--- config.mk ---
export PLATFORM = sky130hd
export DESIGN_NAME = fetch_queue
export DESIGN_NICKNAME = d
export VERILOG_FILES = /design/src/rtl/fetch_queue.sv
export SDC_FILE = /design/constraint.sdc
export NUM_CORES = 1
export LEC_CHECK = 0
export ABC_AREA = 0
export CORE_MARGIN = 2
export CORE_UTILIZATION = 45
export DETAILED_ROUTE_END_ITERATION = 8
export PLACE_DENSITY = 0.66
export SYNTH_ARGS = -nofsm -noshare
export SYNTH_HDL_FRONTEND = slang
export SYNTH_SLANG_ARGS = --single-unit
--- constraint.sdc ---
create_clock -name clk -period 4.4 [get_ports clk]
set_input_delay 0.44 -clock clk [delete_from_list [all_inputs] [get_ports clk]]
set_output_delay 0.44 -clock clk [all_outputs]
set_load 0.01 [all_outputs]
--- src/rtl/fetch_queue.sv ---
// Instruction fetch queue: owns the fetch PC, issues one word request at a time,
// buffers {pc, instr} in a circular FIFO and presents the head first-word-fall-through.
module fetch_queue #(
  parameter int unsigned   DEPTH    = 16,
  parameter int unsigned   PC_W     = 32,
  parameter int unsigned   INSTR_W  = 32,
  parameter logic [PC_W-1:0] RESET_PC = '0,
  localparam int unsigned  CNT_W    = $clog2(DEPTH) + 1
) (
  input  logic               clk,
  input  logic               rst,
  input  logic               rdy,
  output logic               req_valid,
  output logic [PC_W-1:0]    req_addr,
  input  logic               req_ready,
  input  logic               resp_valid,
  input  logic [INSTR_W-1:0] resp_instr,
  input  logic               flush,
  input  logic [PC_W-1:0]    flush_pc,
  output logic               out_valid,
  output logic [PC_W-1:0]    out_pc,
  output logic [INSTR_W-1:0] out_instr,
  input  logic               out_ready,
  output logic [CNT_W-1:0]   count
);

  localparam int unsigned PTR_W = $clog2(DEPTH);

  typedef struct packed {
    logic [PC_W-1:0]    pc;
    logic [INSTR_W-1:0] instr;
  } entry_t;

  entry_t             mem_q [DEPTH];
  logic [PC_W-1:0]    fetch_pc_q, fetch_pc_d;
  logic [PC_W-1:0]    pend_pc_q, pend_pc_d;
  logic               pending_q, pending_d;
  logic               discard_q, discard_d;
  logic [PTR_W-1:0]   head_q, head_d;
  logic [PTR_W-1:0]   tail_q, tail_d;
  logic [CNT_W-1:0]   count_q, count_d;

  logic flush_act, req_fire, resp_take, enq, deq;

  // Handshake qualifiers; flush and pause suppress both request and dequeue
  assign req_valid = rdy & ~pending_q & ~flush & (count_q < CNT_W'(DEPTH));
  assign req_addr  = fetch_pc_q;
  assign out_valid = rdy & (count_q != '0) & ~flush;
  assign out_pc    = mem_q[head_q].pc;
  assign out_instr = mem_q[head_q].instr;
  assign count     = count_q;

  assign flush_act = rdy & flush;
  assign req_fire  = req_valid & req_ready;
  assign resp_take = rdy & resp_valid & pending_q;
  assign enq       = resp_take & ~discard_q & ~flush;
  assign deq       = out_valid & out_ready;

  always_comb begin
    fetch_pc_d = fetch_pc_q;
    pend_pc_d  = pend_pc_q;
    pending_d  = pending_q;
    discard_d  = discard_q;
    head_d     = head_q;
    tail_d     = tail_q;
    count_d    = count_q;
    if (flush_act) begin
      head_d     = '0;
      tail_d     = '0;
      count_d    = '0;
      fetch_pc_d = flush_pc & ~PC_W'(3);
      // An outstanding response not arriving now must be thrown away later
      discard_d  = pending_q & ~resp_valid;
      if (resp_take) pending_d = 1'b0;
    end else if (rdy) begin
      if (req_fire) begin
        pend_pc_d  = fetch_pc_q;
        fetch_pc_d = fetch_pc_q + PC_W'(4);
        pending_d  = 1'b1;
      end
      if (resp_take) begin
        pending_d = 1'b0;
        discard_d = 1'b0;
      end
      if (enq) tail_d = tail_q + PTR_W'(1);
      if (deq) head_d = head_q + PTR_W'(1);
      case ({enq, deq})
        2'b10:   count_d = count_q + CNT_W'(1);
        2'b01:   count_d = count_q - CNT_W'(1);
        default: count_d = count_q;
      endcase
    end
  end

  always_ff @(posedge clk or posedge rst) begin
    if (rst) begin
      fetch_pc_q <= RESET_PC;
      pend_pc_q  <= RESET_PC;
      pending_q  <= 1'b0;
      discard_q  <= 1'b0;
      head_q     <= '0;
      tail_q     <= '0;
      count_q    <= '0;
    end else begin
      fetch_pc_q <= fetch_pc_d;
      pend_pc_q  <= pend_pc_d;
      pending_q  <= pending_d;
      discard_q  <= discard_d;
      head_q     <= head_d;
      tail_q     <= tail_d;
      count_q    <= count_d;
    end
  end

  // Entry storage needs no reset; pointers and count define validity
  always_ff @(posedge clk) begin
    if (enq) mem_q[tail_q] <= '{pc: pend_pc_q, instr: resp_instr};
  end

endmodule

==> impl_metrics.tcl, run 1 <==
set metrics [dict create \
    status "finished clean" \
    numCtsBuffers 105 \
    post_cts_buffers 0 \
    drv_cap 0 \
    postSynth.asyncResetShare 0.0703 \
    post-route-util 0.535 \
    syn_area_per_cell_um2 19.6 \
    fillers 6862 \
    fin_crit_sh 0.910 \
    ys.flop_type "edfxtp_1" \
    syn2layout_area_growth_pct 17.4 \
    rsz0062_at_grt "false" \
    hold_violations 0 \
    path_class "flip-flop to primary output" \
    synth_mux_area_frac 0.133 \
    r2r_start "count[1]$_DFFE_PP0P_" \
    clockRootBuffer "clkbuf_16" \
    cts_resized 0 \
    crit_path_start "head_q[0]$_DFFE_PP0P_" \
    grt_pass1_wl_mm 139 \
    worstSetupEndpointType "primary output" \
    yosys_warnings 0 \
    synth_fa_ha_area_frac 0.00322 \
    vias 21000 \
    start_util 0.456 \
    place_area_um2 45000 \
    overflow 0 \
    wire_per_inst_um 26.2 \
    critPathSlowestCell "dfrtp_4" \
    ir_drop_uv 354 \
    io_pins 174 \
    yosys_register_bits 1067 \
    p_per_area_nw_per_um2 530 \
    setup_viol 0 \
    synth_xor_area_frac 0.00595 \
    dp.cells 3404 \
    clock_latency_ns 0.68 \
    finalClockSkew_ns 0.0260 \
    ys_seq_area_frac 0.769 \
    drive_gt1_frac 0.185 \
    syn_area_um2 41200 \
    cts_tree "done" \
    synthSimpleGateAreaFrac 0.0282 \
    totalPowerFinal_mw 25.7 \
    critPathArrivalTime_ns 3.56 \
    instances_no_fill 3598 \
    clk_pin_slew_ns 0.06 \
    gp_congestion 0.804 \
    drc 0 \
    fmax_ghz 0.250 \
    final_cell_mix "edfxtp_1 (992), mux4_2 (186), clkdlybuf4s50_1 (167)" \
    r2r_slack_ns 1.58 \
    mostFrequentLayoutCell "edfxtp_1" \
    vias_per_cell 5.84 \
    core_um2 90400 \
    grt_max_degree 103 \
    tns_ns 0 \
    synth_cells 2098 \
    worst-path-max-fanout 16 \
    critPathLaunchType "flip-flop" \
    fin_nets 2417 \
    yosysUniqueCellTypes 53 \
    dp_hpwl_mm 52.0 \
    period_needed_ns 4.00 \
    grt_pass1_vias 21600 \
    netlist.area_leader.share 0.723 \
    tightest_slew_ns 1.10 \
    wirelength_mm 94.4 \
    final_area_um2 48400 \
    worstPathCellList "buf_4, mux2i_1, a221oi_1, a21oi_1, o21ai_0, clkdlybuf4s50_1" \
    cts.sinks 1067 \
    fp-row-count 110 \
    drt-pass1-iter-count 5 \
    required_ns 3.96 \
    ctsHoldBuffers 0 \
    synth_compound_area_frac 0.0474 \
    io_buffers 167 \
    fp.dieH_um 307 \
    cts-htree-levels 3 \
    leakagePower_nw 15.5 \
    die_width_um 307 \
    clockBufferDepth 3 \
    hold_path.class "input pin to async pin" \
    drt_iter0_drc 1993 \
    antenna_found_initial 3 \
    crit_path_max_incr_delay_ns 0.68 \
    synth_top_family_by_area "multiplexers" \
    synth_top_area_cell "edfxtp_1" \
    max_slew_margin 0.265 \
    slew_viol_final 0 \
    synth_edf_count 992 \
    synth_top_cells_by_area "edfxtp_1 (72%), mux4_2 (10%), dfrtp_1 (4.6%), mux2i_1 (3.1%), a221oi_1 (1.3%)" \
    rr_endpoint "count[4]$_DFFE_PP0P_" \
    dieArea_um2 94000 \
    diodes 0 \
    ant_nets 0 \
    reg2reg_depth 10 \
    gr-usage-all-layers 0.200 \
]
[flip-flops by register name, indices dropped and copies added (netlist names)]
register and cells:
count 5, mem_q 992, head_q 4, discard_q 1
pend_pc_q 30, tail_q 4, pending_q 1, req_addr 30
[worst max-delay path by stage]
stage               cells past startpoint                 endpoint
floorplan                               5    mem_q[0][0]$_DFFE_PP_
global placement                        6  mem_q[15][14]$_DFFE_PP_
detailed placement                      8   mem_q[3][53]$_DFFE_PP_
CTS                                     6                out_pc[8]
global route                            6                out_pc[8]
finish                                  6                out_pc[8]
[layer usage]
metal | track usage | vias to the layer above | wire length [um]
met1 | 0.285 | 11100 | 40700
met2 | 0.326 | 701 | 46000
met4 | 0.0470 | 6 | 1820
met3 | 0.0331 | 131 | 5800
li1 | - | 9099 | -
met5 | 0 | - | 39
[final cells by class]
type	count	area [um^2]	area share
multi-input cells	903	9040	0.187
repair buffers	245	2750	0.0569
inverters	14	53.8	0.00111
clock inverters	57	547	0.0113
clock buffers	136	2840	0.0586
flip-flops and latches	1067	31700	0.655
well taps	1176	1470	0.0304
[kinds of logic (layout without fill, tap and decap cells)]
| kind of cell | Yosys count | count (layout) |
|---|---|---|
| xor gates and xnor gates | 28 | 28 |
| adders and majority gates | 10 | 10 |
| AOI/OAI and AO/OA | 303 | 303 |
| buffers and inverters | 131 | 452 |
| other | 1 | 4 |
| muxes | 313 | 313 |
| and+or+nand+nor | 245 | 245 |
| DFF | 1067 | 1067 |
[stage by stage]
step / hold slack [ns] / setup WS, ns
floorplan: 0.493 / 1.03
global placement: 0.530 / 0.867
detailed placement: 0.537 / 0.790
CTS: 0.250 / 0.155
global route: 0.295 / 0.161
finish: 0.245 / 0.396
[cell usage after synthesis, types with 2 or more instances]
library cell,instances
a21oi_1,68
a221oi_1,62
a22o_1,2
a22oi_1,62
a31oi_1,2
and2_1,15
and3_1,8
and4_1,3
buf_2,40
buf_4,4
buf_6,2
clkbuf_1,70
dfrtp_1,75
edfxtp_1,992
ha_1,9
inv_1,12
mux2i_1,126
mux4_2,186
nand2_1,136
nand2b_1,4
nand3_1,19
nand4_1,15
nor2_1,24
nor2b_1,2
nor3_1,6
nor3_4,3
o211ai_1,2
o21ai_0,89
o21ai_1,7
o2bb2ai_1,3
or2b_1,2
xnor2_1,6
xor2_1,22
[where the power goes]
| part | leakage (nW) | switching, mW | total [mW] | internal (mW) |
|---|---|---|---|---|
| Combinational | 3.91 | 1.92 | 4.21 | 2.29 |
| Sequential | 9.92 | 0.790 | 12.7 | 11.9 |
| Clock | 1.64 | 3.75 | 8.73 | 4.98 |
[critical path, delay by kind of cell, from the launching register on]
| family | cells | cell delay [ns] |
|---|---|---|
| buffers and inverters | 2 | 1.02 |
| AOI/OAI and AO/OA | 3 | 1.04 |
| muxes | 1 | 0.12 |
| DFF | 1 | 0.68 |
(Power assumes the default switching activity.)
==> run 2: changes to the inputs <==
Settings changed: MAX_ROUTING_LAYER set to met4.
==> run 2 against run 1 <==
- sequential cell count stayed put
- utilization about the same
- critical endpoint is now out_instr[18]
- first-iteration DRC count is 0.25% higher
- clock skew shrank 0.0016 ns
==> impl_metrics.tcl, run 2 (same netlist as run 1, synthesis figures left out) <==
set metrics [dict create \
    fin_nets 2417 \
    period_needed_ns 4.00 \
    post-route-util 0.535 \
    ir_drop_uv 355 \
    final_cell_mix "edfxtp_1 (992), mux4_2 (186), clkdlybuf4s50_1 (167)" \
    io_buffers 167 \
    gr-usage-all-layers 0.206 \
    antenna_found_initial 3 \
    worst-path-max-fanout 23 \
    overflow 0 \
    clockBufferDepth 3 \
    p_per_area_nw_per_um2 530 \
    drt_iter0_drc 1998 \
    gp_congestion 0.816 \
    grt_max_degree 103 \
    drv_cap 0 \
    sw_frac_of_total 0.252 \
    die_width_um 307 \
    cts.sinks 1067 \
    power_frac_comb 0.164 \
    ant_nets 0 \
    critPathLaunchType "flip-flop" \
    start_util 0.456 \
    max_slew_margin 0.260 \
    rsz0062_at_grt "false" \
    post_cts_buffers 0 \
    clk_pin_slew_ns 0.06 \
    cpLargestDelayFamily "buffers and inverters" \
    cts-htree-levels 3 \
    p_sw_mw 6.47 \
    crit_path_start "head_q[0]$_DFFE_PP0P_" \
    path_class "flip-flop to primary output" \
    fp-row-count 110 \
    status "finished clean" \
    critPathArrivalTime_ns 3.56 \
    cts_resized 0 \
    drt-pass1-iter-count 5 \
    finalClockSkew_ns 0.0244 \
    tns_ns 0 \
    dp_hpwl_mm 52.0 \
    mostFrequentLayoutCell "edfxtp_1" \
    p_clk_frac 0.340 \
    numCtsBuffers 105 \
    dieArea_um2 94000 \
    drive_gt1_frac 0.185 \
    clockRootBuffer "clkbuf_16" \
    cts_tree "done" \
    drc 0 \
    ctsHoldBuffers 0 \
    worstPathCellList "buf_12, buf_12, mux2i_1, a221oi_1, a21oi_1, o21ai_0, clkdlybuf4s50_1" \
    vias_per_cell 5.86 \
    fin_crit_sh 0.909 \
    critPathSlowestCell "dfrtp_4" \
    crit_path_max_incr_delay_ns 0.68 \
    fp.dieH_um 307 \
    grt_pass1_vias 21600 \
    leakagePower_nw 15.5 \
    vias 21100 \
    internal_power_mw 19.2 \
    clock_latency_ns 0.68 \
    hold_ws_ns 0.241 \
    worstSetupEndpointType "primary output" \
    grt_pass1_wl_mm 139 \
    largest_register_ffs 992 \
    r2r_start "count[1]$_DFFE_PP0P_" \
    slew_viol_final 0 \
    path_buf_inv 3 \
    wirelength_mm 94.3 \
    setup_viol 0 \
    io_pins 174 \
    syn2layout_area_growth_pct 17.5 \
    tightest_slew_ns 1.11 \
    fmax_ghz 0.250 \
    hold_path.class "input pin to async pin" \
    wire_per_inst_um 26.2 \
    core_um2 90400 \
    hold_violations 0 \
    regMostFlops "mem_q" \
    crit_top_cell "buf_12" \
    pwr-share-seq 0.495 \
    required_ns 3.96 \
]
-- run 2: cell count changes in the layout (fill, tap and decap cells not counted), sizes merged --
cell / change
diode: +3
-- run 2: path summary, 6_finish.rpt --
kind	end	slack, ns	cells after the start
worst max-delay path	out_instr[18]	0.40	7
worst min-delay path	req_addr[24]$_DFFE_PP0P_	0.24	2
worst max register to register	count[4]$_DFFE_PP0P_	1.58	10
worst min register to register	pending_q$_DFFE_PP0P_	0.55	2
max in group asynchronous	head_q[3]$_DFFE_PP0P_	3.24	3
min in group clk	req_addr[21]$_DFFE_PP0P_	0.33	3
-- run 2: area by class of cell --
cell class	instances	area (um^2)
tap	1176	1470
multi-input combinational	903	9040
timing repair buffer	245	2750
sequential	1067	31700
fill	6860	42000
antenna	3	7.51
inverter	14	53.8
clock inverter	57	547
clock buffer	136	2840
-- run 2: worst reg2reg max path, cell delays in order, from the launching register on --
cell	delay, ns
dfrtp_1	0.43
or4_1	0.59
o211a_1	0.37
nand2b_1	0.21
inv_1	0.11
ha_1	0.33
nor2_1	0.12
a21oi_1	0.06
and3_1	0.19
o21ai_0	0.14
o311ai_0	0.14
-- run 2: power by group through the flow --
stage | registers (mW) | logic [mW] | clock network, mW
2_1_floorplan | 12.6 | 2.88 | 0
3_3_place_gp | 12.9 | 4.16 | 0
3_5_place_dp | 12.9 | 4.21 | 0
4_1_cts | 12.7 | 4.23 | 8.89
5_1_grt | 12.8 | 4.55 | 9.25
6_report | 12.7 | 4.21 | 8.73
-- run 2: through the flow --
step	instances	total power, mW	area, um^2	setup WS, ns
2_1_floorplan	2101	15.4	41200	1.03
3_3_place_gp	3404	17.0	45000	0.867
3_5_place_dp	3404	17.2	45000	0.790
4_1_cts	3597	25.8	48300	0.155
5_1_grt	3601	26.6	48400	0.164
6_report	3601	25.7	48400	0.402
-- run 2: layer usage --
metal | GRT usage | routed length, um
met4 | 0.0470 | 1790
met5 | - | 0
met2 | 0.326 | 45900
met3 | 0.0325 | 5730
met1 | 0.286 | 40900
==> run 3: changes to the inputs <==
Settings changed: ABC_CLOCK_PERIOD_IN_PS set to 4400, CORE_MARGIN 2 to 1.5.
==> run 3 against run 2 <==
- combinational power fell by 3%
- worst hold slack improved by 0.043 ns
- sequential cell count did not move
- sequential share of layout area rose by 0.53 points
- utilization fell by 0.35 points
- critical path depth fell by 1
- wire length rose by 0.59%
- register-to-register slack improved by 0.02 ns
- cell count fell by 0.31%
- sequential power barely moved
- clock power fell by 3.6%
- die area fell by 0.65%
- critical endpoint is now out_instr[12]
==> impl_metrics.tcl, run 3 (same netlist as run 1, synthesis figures left out) <==
set metrics [dict create \
    fp.dieH_um 306 \
    syn2layout_area_growth_pct 16.5 \
    setup_ws_ns 0.279 \
    r2r_slack_ns 1.60 \
    cts_resized 0 \
    critPathArrivalTime_ns 3.68 \
    setup_viol 0 \
    crit_path_max_incr_delay_ns 0.66 \
    totalPowerFinal_mw 25.2 \
    path_buf_inv 2 \
    drv_cap 0 \
    worstPathCellList "and2_2, buf_4, a221oi_1, a21oi_1, o21ai_0, clkdlybuf4s50_1" \
    vias 21200 \
    wirelength_mm 94.9 \
    max_slew_margin 0.238 \
    mostFrequentLayoutCell "edfxtp_1" \
    io_pins 174 \
    drt_iter0_drc 2189 \
    finalClockSkew_ns 0.0129 \
    drive_gt1_frac 0.179 \
    grt_pass1_vias 21800 \
    fmax_ghz 0.243 \
    hold_ws_ns 0.284 \
    start_util 0.456 \
    status "finished clean" \
    final_cell_mix "edfxtp_1 (992), mux4_2 (186), clkdlybuf4s50_1 (167)" \
    clk_pin_slew_ns 0.06 \
    period_needed_ns 4.12 \
    cts.sinks 1067 \
    hold_violations 0 \
    overflow 0 \
    ctsHoldBuffers 0 \
    cts-htree-levels 3 \
    regMostFlops "mem_q" \
    top_usage_layer "met2" \
    final_area_um2 48000 \
    clock_latency_ns 0.66 \
    tightest_slew_ns 1.14 \
    path_class "flip-flop to primary output" \
    required_ns 3.96 \
    drt-pass1-iter-count 5 \
    clockRootBuffer "clkbuf_16" \
    dieArea_um2 93400 \
    grtUsageMet2 0.324 \
    clockBufferDepth 3 \
    tns_ns 0 \
    worst-path-max-fanout 23 \
    ant_nets 0 \
    rsz0062_at_grt "false" \
    fin_crit_sh 0.937 \
    fp-row-count 110 \
    gp_congestion 0.799 \
    rr_endpoint "count[4]$_DFFE_PP0P_" \
    place_area_um2 44800 \
    slew_viol_final 0 \
    grt_util_met1 0.297 \
    largest_register_ffs 992 \
    io_buffers 167 \
    fillers 6954 \
    leakagePower_nw 15.3 \
    fin_nets 2406 \
    gr-usage-all-layers 0.211 \
    hold_path.class "input pin to async pin" \
    cts_tree "done" \
    post_cts_buffers 0 \
    numCtsBuffers 103 \
    p_per_area_nw_per_um2 525 \
    r2r_start "count[1]$_DFFE_PP0P_" \
    vias_per_cell 5.91 \
    instances_no_fill 3590 \
    core_um2 90300 \
    path_depth 6 \
    grtUsageMet3 0.0325 \
    antenna_found_initial 1 \
    post-route-util 0.532 \
    preCtsSetupSlack_ns 0.789 \
    dp.cells 3396 \
    cpLargestDelayFamily "compound AO/OA/AOI/OAI gates" \
    grt_max_degree 133 \
    drc 0 \
    critPathSlowestCell "clkdlybuf4s50_1" \
    grt_pass1_wl_mm 141 \
    reg2reg_depth 9 \
    die_width_um 306 \
    ir_drop_uv 315 \
    worstSetupEndpointType "primary output" \
    wire_per_inst_um 26.4 \
    dp_hpwl_mm 52.9 \
    critPathLaunchType "flip-flop" \
]
-- run 3: cell types whose count changed in the layout (fill, tap and decap cells not counted), moves of 2 or more --
cell	previous run	this run
clkbuf_1	24	31
clkinv_16	2	0
buf_12	38	27
bufinv_16	7	5
buf_4	39	42
-- run 3: layer usage --
metal  wire, um  share of wire
met1      41000           0.43
met2      45300           0.48
met3       6530          0.069
met4       2060          0.022
met5          0              0
-- run 3: final cells by class --
cell class              count  area, um^2  area share
well taps                1176        1470      0.0307
clock inverters            49         383     0.00798
inverters                  14        53.8     0.00112
multi-input cells         903        9040       0.188
flip-flops and latches   1067       31700       0.660
clock buffers             142        2840      0.0591
diodes                      3        7.51    0.000156
repair buffers            236        2530      0.0527
-- run 3: worst max-delay path by stage --
stage,start,end
2_1_floorplan,resp_valid,mem_q[0][0]$_DFFE_PP_
3_3_place_gp,rdy,mem_q[1][22]$_DFFE_PP_
3_5_place_dp,rdy,mem_q[2][22]$_DFFE_PP_
4_1_cts,head_q[0]$_DFFE_PP0P_,out_instr[1]
5_1_grt,head_q[0]$_DFFE_PP0P_,out_pc[18]
6_report,head_q[2]$_DFFE_PP0P_,out_instr[12]
-- run 3: worst reg2reg max path, delay by kind of cell, from the launching register on --
family / cells / cell delay, ns
AND/OR/NAND/NOR: 4 / 1.07
buffers and inverters: 1 / 0.10
AO/OA/AOI/OAI: 3 / 0.75
flip-flops: 1 / 0.43
adder cells (fa/ha/maj): 1 / 0.33
-- run 3: report_power, final --
part           leakage, nW  switching [mW]  internal, mW
logic                 3.82            1.91          2.20
clock network         1.57            3.63          4.80
registers             9.92           0.768          11.9
total                 15.3            6.30          18.9
